<file path="config.mk">
export PLATFORM = sky130hd
export DESIGN_NAME = drec_sequencer
export DESIGN_NICKNAME = d
export VERILOG_FILES = /design/src/rtl/drec_sequencer.sv
export SDC_FILE = /design/constraint.sdc
export NUM_CORES = 1
export LEC_CHECK = 0
export CAP_MARGIN = 10
export CORE_MARGIN = 2
export CORE_UTILIZATION = 34
export CTS_BUF_LIST = sky130_fd_sc_hd__clkbuf_8
export CTS_CLUSTER_SIZE = 12
export DETAILED_ROUTE_END_ITERATION = 6
export GPL_TIMING_DRIVEN = 1
export SYNTH_ARGS = -nofsm -noshare
export SYNTH_HDL_FRONTEND = slang
export SYNTH_SLANG_ARGS = --single-unit
</file>
<file path="constraint.sdc">
create_clock -name clk -period 3.2 [get_ports clk]
set_input_delay 0.48 -clock clk [delete_from_list [all_inputs] [get_ports clk]]
set_output_delay 0.48 -clock clk [all_outputs]
set_load 0.005 [all_outputs]
</file>
<file path="src/rtl/drec_sequencer.sv">
// drec_sequencer: multi-slot record/playback sequencer between button
// decode, ADC/DAC paths and the SDRAM request/response FIFOs.
module drec_sequencer #(
  parameter int DATA_WIDTH     = 16,
  parameter int ADDR_WIDTH     = 24,
  parameter int SLOT_BITS      = 2,
  parameter int SLOT_ADDR_BITS = 20,
  parameter int SAMPLE_DIV     = 25
) (
  input  logic                  clk,
  input  logic                  rst,
  input  logic                  play_btn,
  input  logic                  rec_btn,
  input  logic [SLOT_BITS-1:0]  slot_sel,
  input  logic                  loop_en,
  input  logic [DATA_WIDTH-1:0] adc_data,
  output logic [DATA_WIDTH-1:0] dac_data,
  output logic                  dac_enable,
  output logic [ADDR_WIDTH-1:0] sdram_wr_addr,
  output logic [DATA_WIDTH-1:0] sdram_wr_data,
  output logic                  sdram_wr_enable,
  output logic [ADDR_WIDTH-1:0] sdram_rd_addr,
  output logic                  sdram_rd_enable,
  input  logic [DATA_WIDTH-1:0] sdram_rd_data,
  input  logic                  sdram_rd_data_rdy,
  output logic                  sdram_rd_data_ack,
  output logic                  btn_rst,
  output logic [1:0]            state,
  output logic                  underrun
);

  localparam int NSLOT = 1 << SLOT_BITS;
  localparam int LW    = SLOT_ADDR_BITS + 1;
  localparam int CW    = $clog2(SAMPLE_DIV);
  localparam logic [LW-1:0] FULL = LW'(1) << SLOT_ADDR_BITS;

  typedef enum logic [1:0] {
    S_IDLE = 2'd0,
    S_REC  = 2'd1,
    S_PLAY = 2'd2
  } st_t;

  st_t                  st;
  logic [CW-1:0]        div;
  logic                 tick;
  logic                 btn;
  logic                 pop;
  logic                 pending;
  logic [SLOT_BITS-1:0] slot;
  logic [LW-1:0]        wptr;
  logic [LW-1:0]        rptr;
  logic [LW-1:0]        len [NSLOT];

  assign tick  = (div == CW'(SAMPLE_DIV - 1));
  assign btn   = play_btn | rec_btn;
  // ack is forced low for a cycle between pops of a level-style FIFO flag
  assign pop   = sdram_rd_data_rdy & ~sdram_rd_data_ack;
  assign state = st;

  function automatic logic [ADDR_WIDTH-1:0] slot_addr(
    input logic [SLOT_BITS-1:0] s,
    input logic [LW-1:0]        p
  );
    return ADDR_WIDTH'({s, p[SLOT_ADDR_BITS-1:0]});
  endfunction

  always_ff @(posedge clk) begin
    if (rst) begin
      st                <= S_IDLE;
      div               <= '0;
      pending           <= 1'b0;
      slot              <= '0;
      wptr              <= '0;
      rptr              <= '0;
      dac_data          <= '0;
      dac_enable        <= 1'b0;
      sdram_wr_addr     <= '0;
      sdram_wr_data     <= '0;
      sdram_wr_enable   <= 1'b0;
      sdram_rd_addr     <= '0;
      sdram_rd_enable   <= 1'b0;
      sdram_rd_data_ack <= 1'b0;
      btn_rst           <= 1'b0;
      underrun          <= 1'b0;
      for (int i = 0; i < NSLOT; i++) len[i] <= '0;
    end else begin
      div               <= tick ? '0 : div + CW'(1);
      sdram_wr_enable   <= 1'b0;
      sdram_rd_enable   <= 1'b0;
      dac_enable        <= 1'b0;
      btn_rst           <= 1'b0;
      sdram_rd_data_ack <= pop;
      if (pop) begin
        pending <= 1'b0;
        if (pending && st == S_PLAY) begin
          dac_data   <= sdram_rd_data;
          dac_enable <= 1'b1;
        end
      end
      unique case (st)
        S_IDLE: begin
          if (rec_btn) begin
            st            <= S_REC;
            slot          <= slot_sel;
            wptr          <= '0;
            len[slot_sel] <= '0;
          end else if (play_btn && len[slot_sel] != '0) begin
            st       <= S_PLAY;
            slot     <= slot_sel;
            rptr     <= '0;
            underrun <= 1'b0;
          end
        end
        S_REC: begin
          if (btn) begin
            len[slot] <= wptr;
            st        <= S_IDLE;
            btn_rst   <= 1'b1;
          end else if (tick) begin
            sdram_wr_enable <= 1'b1;
            sdram_wr_addr   <= slot_addr(slot, wptr);
            sdram_wr_data   <= adc_data;
            wptr            <= wptr + LW'(1);
            if (wptr == FULL - LW'(1)) begin
              len[slot] <= FULL;
              st        <= S_IDLE;
              btn_rst   <= 1'b1;
            end
          end
        end
        S_PLAY: begin
          if (btn) begin
            st      <= S_IDLE;
            btn_rst <= 1'b1;
          end else if (tick) begin
            if (pending) begin
              underrun <= 1'b1;
            end else if (rptr == len[slot]) begin
              if (loop_en) begin
                sdram_rd_enable <= 1'b1;
                sdram_rd_addr   <= slot_addr(slot, '0);
                pending         <= 1'b1;
                rptr            <= LW'(1);
              end else begin
                st      <= S_IDLE;
                btn_rst <= 1'b1;
              end
            end else begin
              sdram_rd_enable <= 1'b1;
              sdram_rd_addr   <= slot_addr(slot, rptr);
              pending         <= 1'b1;
              rptr            <= rptr + LW'(1);
            end
          end
        end
        default: st <= S_IDLE;
      endcase
    end
  end

endmodule
</file>
==> results of run 1 <==
==> critical path, stage by stage (launching register included) <==
cell     delay (ns)
dfxtp_1        0.35
buf_12         0.21
mux4_2         0.57
xnor2_1        0.21
nand4_1        0.19
nor4_4         0.38
a21oi_1        0.39
and3b_1        0.30
a221o_1        0.26
==> state kept, by name, summed over array words and instances, names as in the netlist, named ones only <==
signal / cells
len: 84
sdram_rd_addr: 22
sdram_wr_addr: 22
rptr: 21
wptr: 21
dac_data: 16
sdram_wr_data: 16
div: 5
slot: 2
state: 2
btn_rst: 1
dac_enable: 1
pending: 1
sdram_rd_data_ack: 1
sdram_rd_enable: 1
sdram_wr_enable: 1
underrun: 1
==> report_power, final <==
group | internal [mW] | switching, mW
combinational | 0.207 | 0.264
sequential | 2.98 | 0.0546
clock | 1.60 | 1.19
total | 4.78 | 1.50
==> layer usage <==
layer	up-vias	GRT usage (%)
met5	-	0
met4	0	5.26
met3	40	3.50
met2	228	24.6
met1	3542	23.0
li1	3700	-
==> cell usage in the layout, fill, tap and decap left out, types with 22 or more instances in the layout <==
master | synthesis | layout
dfxtp_1 | 136 | 136
xnor2_1 | 24 | 24
inv_1 | 35 | 44
nor2_1 | 121 | 121
clkbuf_8 | 0 | 44
and3_1 | 22 | 22
buf_4 | 6 | 29
nand4_1 | 22 | 22
nand2_1 | 162 | 162
edfxtp_1 | 84 | 84
nand3_1 | 23 | 23
clkdlybuf4s50_1 | 0 | 122
a21oi_1 | 71 | 71
==> logic make-up (layout without fill, tap and decap cells) <==
logic type               after synthesis  in the layout  share of synthesized area (%)
buffers and inverters                 97            262                           4.10
XOR/XNOR                              37             37                           3.39
AO/OA/AOI/OAI                        144            144                           10.1
flip-flops                           220            220                           54.8
other                                  1              4                         0.0392
AND/OR/NAND/NOR                      434            434                           21.1
adder cells (fa/ha/maj)                7              7                          0.915
multiplexers                          27             27                           5.57
==> cell type report <==
| class | instances | area [µm²] |
|---|---|---|
| clock buffers | 44 | 606 |
| multi-input cells | 653 | 3950 |
| repair buffers | 156 | 1520 |
| well taps | 378 | 473 |
| flip-flops and latches | 220 | 5250 |
| inverters | 35 | 131 |
| clock inverters | 27 | 231 |
| fillers | 2689 | 15600 |
==> final timing paths <==
| kind | depth (start not counted) | slack (ns) | start | end |
|---|---|---|---|---|
| worst max-delay path | 8 | 0.20 | flop | rptr[5] |
| worst min-delay path | 2 | 0.33 | rst | underrun |
| worst max register to register | 8 | 0.20 | flop | rptr[5] |
| worst min register to register | 2 | 0.45 | dac_data[0] | dac_data[0] |
==> through the flow <==
stage                     area (µm²)  util [%]
after floorplan                 9580         -
after global placement         11300      40.8
after detailed placement       11300      40.8
after CTS                      12200      43.8
after global routing           12200      43.8
final                          12200      43.8
==> flow_summary_export.csv, run 1 <==
group,metric,value,unit
place,dp_slack,0.205,ns
drt,met2_length,11.0,mm
drt,wl,24.2,mm
place,gp_congestion,0.855,
clocking,cts-root-buf,"clkbuf_8",
sta,finClkSkew,0.0150,ns
global_routing,grt_usage,16.2,%
drt,vias,7510,
global_routing,first_global_vias,7252,
sta,min_period,3.00,ns
synth,ys_ff_latch,220,
sta,min_period_over_period,93.8,%
sta,maxSlewViolCount,0,
drt,met3_length,1.52,mm
floorplanning,die_h,172,µm
synth,synthCells,967,
synth,synth_common_cells,"162 x nand2_1, 136 x dfxtp_1, 121 x nor2_1, 84 x edfxtp_1, 71 x a21oi_1",
synth,synth_top_area_share,28.4,%
sta,max_freq,333,MHz
clocking,cts.clk_slew.worst_paths,0.07,ns
synth,synth_most_common_cell,"nand2_1",
sta,setup_slack,0.199,ns
status,status,"finished clean",
floorplanning,fp-row-count,61,
global_routing,antenna_found_initial,0,
synth,ys_warn_count,0,
clocking,ctsHoldBuffers,0,
floorplanning,coreArea,27800,µm²
cells_and_area,area_growth,27.0,%
synth,synth.largest_area_cell,"dfxtp_1",
clocking,clock-sinks,220,
drt,drt_iter0_markers,534,
sta,hold_slack,0.328,ns
clocking,clock_latency,0.53,ns
sta,relSlewSlack,25.6,%
global_routing,grt_pass1_wl,38.1,mm
worst_setup_path,crit_required,3.61,ns
drt,drt-wirelength-per-cell,16.0,µm
synth,yosysSeqAreaShare,54.8,%
cells_and_area,drive_gt1_share,10.9,%
synth,synth_area,9570,µm²
sta,worst_pin_slew,1.12,ns
sta,rsz0062_at_grt,"false",
floorplanning,ios,128,
worst_setup_path,arrival,3.41,ns
clocking,cts_buffers,39,
floorplanning,start_util,34.5,%
global_routing,grt_overflow,0,
clocking,clockBufferDepth,3,
sta,hold_viol_final,0,
sta,setup_viol,0,
synth,avgSynthCellArea,9.90,µm²
clocking,cts_resized,0,
synth,synth_edf_count,84,
place,dp.cells,1442,
synth,synth_cell_type_count,58,
drt,routed.top_layer,"met4",
place,dp_hpwl,17.3,mm
synth,synth_flop_cell,"dfxtp_1",
cells_and_area,stdcell_count,1513,
floorplanning,die_x,172,µm
synth,netlist_top_cells_area,"dfxtp_1 28%, edfxtp_1 26%, nand2_1 6.4%, mux4_2 4.9%, nor2_1 4.7%",
hold_path,hp-class,"in2reg",
synth,synthArstFlopShare,0,%
cells_and_area,nets,1152,
drt,wl_met1,11.1,mm
drt,vias_per_cell,4.96,
clocking,cts_tree,"yes",
power_and_ir_drop,powerDensity,517,nW/µm²
worst_setup_path,end_kind,"flop",
worst_setup_path,start_kind,"flop",
drt,ant_nets,0,
clocking,htree_levels,2,
power_and_ir_drop,power.leakage,4.41,nW
flow_run,maxCapViolCount,0,
worst_setup_path,worstSetupPathType,"reg2reg",
global_routing,grt_max_degree,43,
drt,drc,0,
worst_setup_path,critPathMaxFanout,21,
power_and_ir_drop,vdd_ir_drop_max,0.298,mV
power_and_ir_drop,p_total,6.29,mW
floorplanning,dieArea,29500,µm²
cells_and_area,num_antenna_cells,0,
clocking,post-cts-setup-buffers,0,
drt,first_pass_iters,7,
sta,tns,0,ns
place,numPortBuffers,123,
Note: power is estimated with default switching activity, not from simulation.
==> run 2, diff against run 1 <==
--- a/config.mk
+++ b/config.mk
@@ -5,8 +5,7 @@
 export SDC_FILE = /design/constraint.sdc
 export NUM_CORES = 1
 export LEC_CHECK = 0
-export CAP_MARGIN = 10
-export CORE_MARGIN = 2
+export CORE_MARGIN = 1
 export CORE_UTILIZATION = 34
 export CTS_BUF_LIST = sky130_fd_sc_hd__clkbuf_8
 export CTS_CLUSTER_SIZE = 12
==> flow_summary_export.csv, run 2 (synthesis results as in run 1) <==
group,metric,value,unit
power_and_ir_drop,vdd_ir_drop_max,0.289,mV
worst_setup_path,crit_required,3.67,ns
cells_and_area,nFillCells,2704,
cells_and_area,largest_register_ffs,84,
cells_and_area,top_regs,"len: 84 flops, sdram_rd_addr: 22 flops, sdram_wr_addr: 22 flops",
worst_setup_path,start_kind,"flop",
worst_setup_path,arrival,3.47,ns
worst_setup_path,endpoint,"sdram_rd_addr[17]",
power_and_ir_drop,power.leakage,4.36,nW
worst_setup_path,critical_path.cell_chain,"buf_12, mux4_2, xnor2_1, nand4_1, nor4_4, buf_4, a311oi_2, nor2_4, a22o_1",
global_routing,grt_overflow,0,
drt,ant_nets,0,
floorplanning,die_x,170,µm
worst_setup_path,crit_family,"simple AND/OR/NAND/NOR gates",
global_routing,grt_usage,16.9,%
floorplanning,die_h,170,µm
clocking,cts-root-buf,"clkbuf_8",
worst_setup_path,r2r_slack,0.20,ns
floorplanning,ios,128,
sta,min_period_over_period,93.7,%
status,status,"finished clean",
cells_and_area,final_cell_mix,"162 x nand2_1, 136 x dfxtp_1, 122 x clkdlybuf4s50_1, 121 x nor2_1, 84 x edfxtp_1",
clocking,ctsHoldBuffers,0,
sta,max_freq,333,MHz
global_routing,first_global_vias,7058,
sta,setup_viol,0,
clocking,cts.clk_slew.worst_paths,0.06,ns
flow_run,maxCapViolCount,0,
worst_setup_path,end_kind,"flop",
power_and_ir_drop,p_total,5.99,mW
drt,vias,7492,
sta,tns,0,ns
sta,relSlewSlack,51.3,%
drt,drc,0,
worst_setup_path,rr_worst_depth,9,
cells_and_area,area_growth,25.9,%
sta,hold_viol_final,0,
cells_and_area,nets,1150,
place,gp_congestion,0.824,
drt,drt_iter0_markers,517,
floorplanning,dieArea,28800,µm²
worst_setup_path,reg2reg_to,"sdram_rd_addr[17]",
drt,first_pass_iters,5,
worst_setup_path,crit_cells,9,
worst_setup_path,critPathMaxFanout,21,
cells_and_area,multi_input_area,3950,µm²
hold_path,hp-class,"in2reg",
sta,worst_pin_slew,0.724,ns
clocking,clockBufferDepth,3,
clocking,cts_tree,"yes",
worst_setup_path,worstSetupPathType,"reg2reg",
clocking,cts_buffers,38,
sta,min_period,3.00,ns
worst_setup_path,cpMaxStageDelayCell,"mux4_2",
floorplanning,coreArea,27700,µm²
place,dp_slack,0.174,ns
floorplanning,fp-row-count,61,
sta,setup_slack,0.201,ns
worst_setup_path,critPathBufInv,2,
place,dp_hpwl,17.5,mm
sta,finClkSkew,0.0127,ns
drt,wl,24.5,mm
cells_and_area,top_register,"len",
cells_and_area,seqCellArea,5250,µm²
clocking,clock-sinks,220,
cells_and_area,layout_commonest_cell,"nand2_1",
power_and_ir_drop,powerDensity,497,nW/µm²
clocking,clock_latency,0.53,ns
sta,rsz0062_at_grt,"false",
worst_setup_path,slowest_delay,0.53,ns
floorplanning,start_util,34.5,%
cells_and_area,drive_gt1_share,10.6,%
global_routing,antenna_found_initial,0,
drt,vias_per_cell,4.96,
global_routing,grt_pass1_wl,38.5,mm
drt,drt-wirelength-per-cell,16.2,µm
global_routing,grt_max_degree,35,
sta,maxSlewViolCount,0,
clocking,htree_levels,2,
cells_and_area,num_antenna_cells,0,
place,numPortBuffers,123,
==> run 2: report_power, final <==
| group | switching [mW] | leakage (nW) | internal [mW] |
|---|---|---|---|
| clock | 1.16 | 0.427 | 1.33 |
| combinational | 0.262 | 1.96 | 0.204 |
| sequential | 0.0558 | 1.97 | 2.98 |
==> run 2: metal layers <==
layer | global-route usage, % | vias to the layer above | wire length [µm]
met5 | 0 | - | 0
met4 | 4.86 | 0 | 421
met3 | 3.24 | 36 | 1380
met2 | 25.9 | 215 | 11100
met1 | 24.0 | 3547 | 11600
li1 | - | 3694 | -
==> run 2: how the worst min path moves through the flow <==
| stage | startpoint | to | slack (ns) | cells past startpoint |
|---|---|---|---|---|
| floorplan | div[0] | div[0] | 0.43 | 1 |
| global placement | sdram_wr_data[13] | sdram_wr_data[13] | 0.44 | 2 |
| detailed placement | sdram_wr_data[7] | sdram_wr_data[7] | 0.45 | 2 |
| CTS | rst | pending | 0.35 | 2 |
| global route | rst | sdram_rd_addr[20] | 0.38 | 2 |
| finish | rst | pending | 0.39 | 2 |
==> run 2: timing repair <==
action                     in CTS  in global routing
setup buffers                   0                  0
resized for setup               0                  1
setup endpoints to repair       0                  4
==> run 2: area by class of cell <==
cell class | instances | area share [%]
Inverter | 35 | 1.09
Clock buffer | 43 | 4.91
Sequential cell | 220 | 43.5
Tap cell | 378 | 3.92
Timing Repair Buffer | 155 | 12.5
Clock inverter | 27 | 1.28
Multi-Input combinational cell | 653 | 32.8
==> run 2: metrics by stage <==
| stage | cell area (µm²) | hold slack [ns] | instances | util [%] |
|---|---|---|---|---|
| finish | 12100 | 0.390 | 1511 | 43.5 |
| global route | 12100 | 0.379 | 1511 | 43.5 |
| CTS | 12000 | 0.352 | 1511 | 43.5 |
| detailed placement | 11300 | 0.446 | 1441 | 40.8 |
| global placement | 11300 | 0.441 | 1441 | 40.8 |
| floorplan | 9580 | 0.430 | 970 | - |
==> run 3, diff against run 2 <==
--- a/config.mk
+++ b/config.mk
@@ -6,7 +6,7 @@
 export NUM_CORES = 1
 export LEC_CHECK = 0
 export CORE_MARGIN = 1
-export CORE_UTILIZATION = 34
+export CORE_UTILIZATION = 29
 export CTS_BUF_LIST = sky130_fd_sc_hd__clkbuf_8
 export CTS_CLUSTER_SIZE = 12
 export DETAILED_ROUTE_END_ITERATION = 6
==> flow_summary_export.csv, run 3 (synthesis results as in run 1) <==
group,metric,value,unit
place,numPortBuffers,123,
cells_and_area,nets,1150,
floorplanning,die_x,184,µm
worst_setup_path,worstSetupPathType,"reg2reg",
hold_path,hp-class,"in2reg",
global_routing,antenna_found_initial,0,
place,gp_congestion,0.905,
global_routing,grt_usage,14.7,%
drt,drt_iter0_markers,719,
drt,first_pass_iters,5,
worst_setup_path,critPathMaxFanout,21,
cells_and_area,top_regs,"len: 84 flops, sdram_rd_addr: 22 flops, sdram_wr_addr: 22 flops",
worst_setup_path,start_kind,"flop",
clocking,htree_levels,2,
power_and_ir_drop,vdd_ir_drop_max,0.264,mV
sta,tns,0,ns
clocking,clock-sinks,220,
status,status,"finished clean",
sta,setup_slack,0.171,ns
power_and_ir_drop,p_switching,1.49,mW
floorplanning,coreArea,32500,µm²
drt,vias,7566,
cells_and_area,num_antenna_cells,0,
clocking,post-cts-setup-buffers,0,
place,dp_hpwl,17.8,mm
sta,hold_viol_final,0,
floorplanning,dieArea,33700,µm²
power_and_ir_drop,pwr-share-clk,41.6,%
worst_setup_path,end_kind,"flop",
worst_setup_path,arrival,3.50,ns
cells_and_area,final_area,12200,µm²
floorplanning,start_util,29.4,%
clocking,cts_resized,0,
clocking,clockBufferDepth,3,
cells_and_area,layout_commonest_cell,"nand2_1",
sta,min_period,3.03,ns
sta,relSlewSlack,53.6,%
global_routing,grt_pass1_wl,39.3,mm
global_routing,first_global_vias,7096,
cells_and_area,area_growth,27.1,%
floorplanning,die_h,184,µm
power_and_ir_drop,comb_power_share,7.8,%
cells_and_area,stdcell_count,1574,
place,place_area,11400,µm²
clocking,cts_buffers,37,
worst_setup_path,critPathBufInv,2,
power_and_ir_drop,power.leakage,4.37,nW
floorplanning,ios,128,
cells_and_area,final_cell_mix,"162 x nand2_1, 136 x dfxtp_1, 122 x clkdlybuf4s50_1, 121 x nor2_1, 84 x edfxtp_1",
sta,finClkSkew,0.0389,ns
worst_setup_path,cpMaxStageDelayCell,"mux4_2",
drt,drt-wirelength-per-cell,15.9,µm
worst_setup_path,crit_required,3.67,ns
cells_and_area,drive_gt1_share,10.6,%
worst_setup_path,crit_family,"simple AND/OR/NAND/NOR gates",
clocking,ctsHoldBuffers,0,
drt,ant_nets,0,
power_and_ir_drop,internal_power,4.51,mW
flow_run,maxCapViolCount,0,
global_routing,grt_max_degree,42,
clocking,cts_tree,"yes",
cells_and_area,largest_register_ffs,84,
sta,maxSlewViolCount,0,
clocking,cts-root-buf,"clkbuf_8",
place,dp.cells,1506,
power_and_ir_drop,p_sw_share,24.9,%
clocking,clock_latency,0.56,ns
worst_setup_path,slowest_delay,0.55,ns
sta,rsz0062_at_grt,"true",
power_and_ir_drop,pwr-share-seq,50.6,%
floorplanning,fp-row-count,66,
place,dp_slack,0.174,ns
sta,setup_viol,0,
drt,wl,25.0,mm
power_and_ir_drop,powerDensity,493,nW/µm²
global_routing,grt_overflow,0,
sta,worst_pin_slew,0.696,ns
drt,vias_per_cell,4.81,
sta,min_period_over_period,94.7,%
sta,max_freq,330,MHz
sta,hold_slack,0.307,ns
worst_setup_path,critical_path.cell_chain,"buf_12, mux4_2, xnor2_1, nand4_1, nor4_4, buf_4, a311oi_2, nor2_4, a22o_1",
clocking,cts.clk_slew.worst_paths,0.07,ns
cells_and_area,top_register,"len",
drt,drc,0,
-- run 3: cell types whose count changed in the layout (fill, tap and decap cells not counted), sizes merged --
cell,previous run,this run
clkbuf,43,46
clkinv,10,4
buf,33,34
bufinv,1,0
inv,48,50
-- run 3: layout make-up --
class	instances	area, µm²
inverters	35	131
flip-flops and latches	220	5250
repair buffers	156	1520
clock buffers	46	633
clock inverters	22	121
well taps	442	553
fillers	3306	20400
multi-input cells	653	3960
-- run 3: final timing paths --
| check | start | to | slack, ns | depth (start not counted) |
|---|---|---|---|---|
| min reg2reg | sdram_wr_data[5] | sdram_wr_data[5] | 0.45 | 2 |
| max reg2reg | flop | sdram_rd_addr[1] | 0.17 | 9 |
| min | rst | sdram_rd_addr[20] | 0.31 | 2 |
| max | flop | sdram_rd_addr[1] | 0.17 | 9 |
-- run 3: per-stage QoR --
stage | power, mW | util [%]
after floorplan | 3.36 | -
after global placement | 3.56 | 35.0
after detailed placement | 3.56 | 35.0
after CTS | 6.07 | 37.4
after global routing | 6.24 | 37.4
final | 6.00 | 37.4
-- run 3: power groups by stage --
stage,clock [mW],sequential [mW],combinational [mW]
after floorplan,0,3.07,0.295
after detailed placement,0,3.09,0.466
after CTS,2.57,3.03,0.468
after global routing,2.69,3.04,0.508
after global placement,0,3.09,0.463
final,2.50,3.03,0.467
-- run 3: metal layers --
metal  vias up  wire, µm  GRT usage, %
met3        40      1560          2.85
met4         0       409          4.00
met1      3602     11900          21.4
met2       244     11100          21.9
li1       3680         -             -
met5         -         0             0
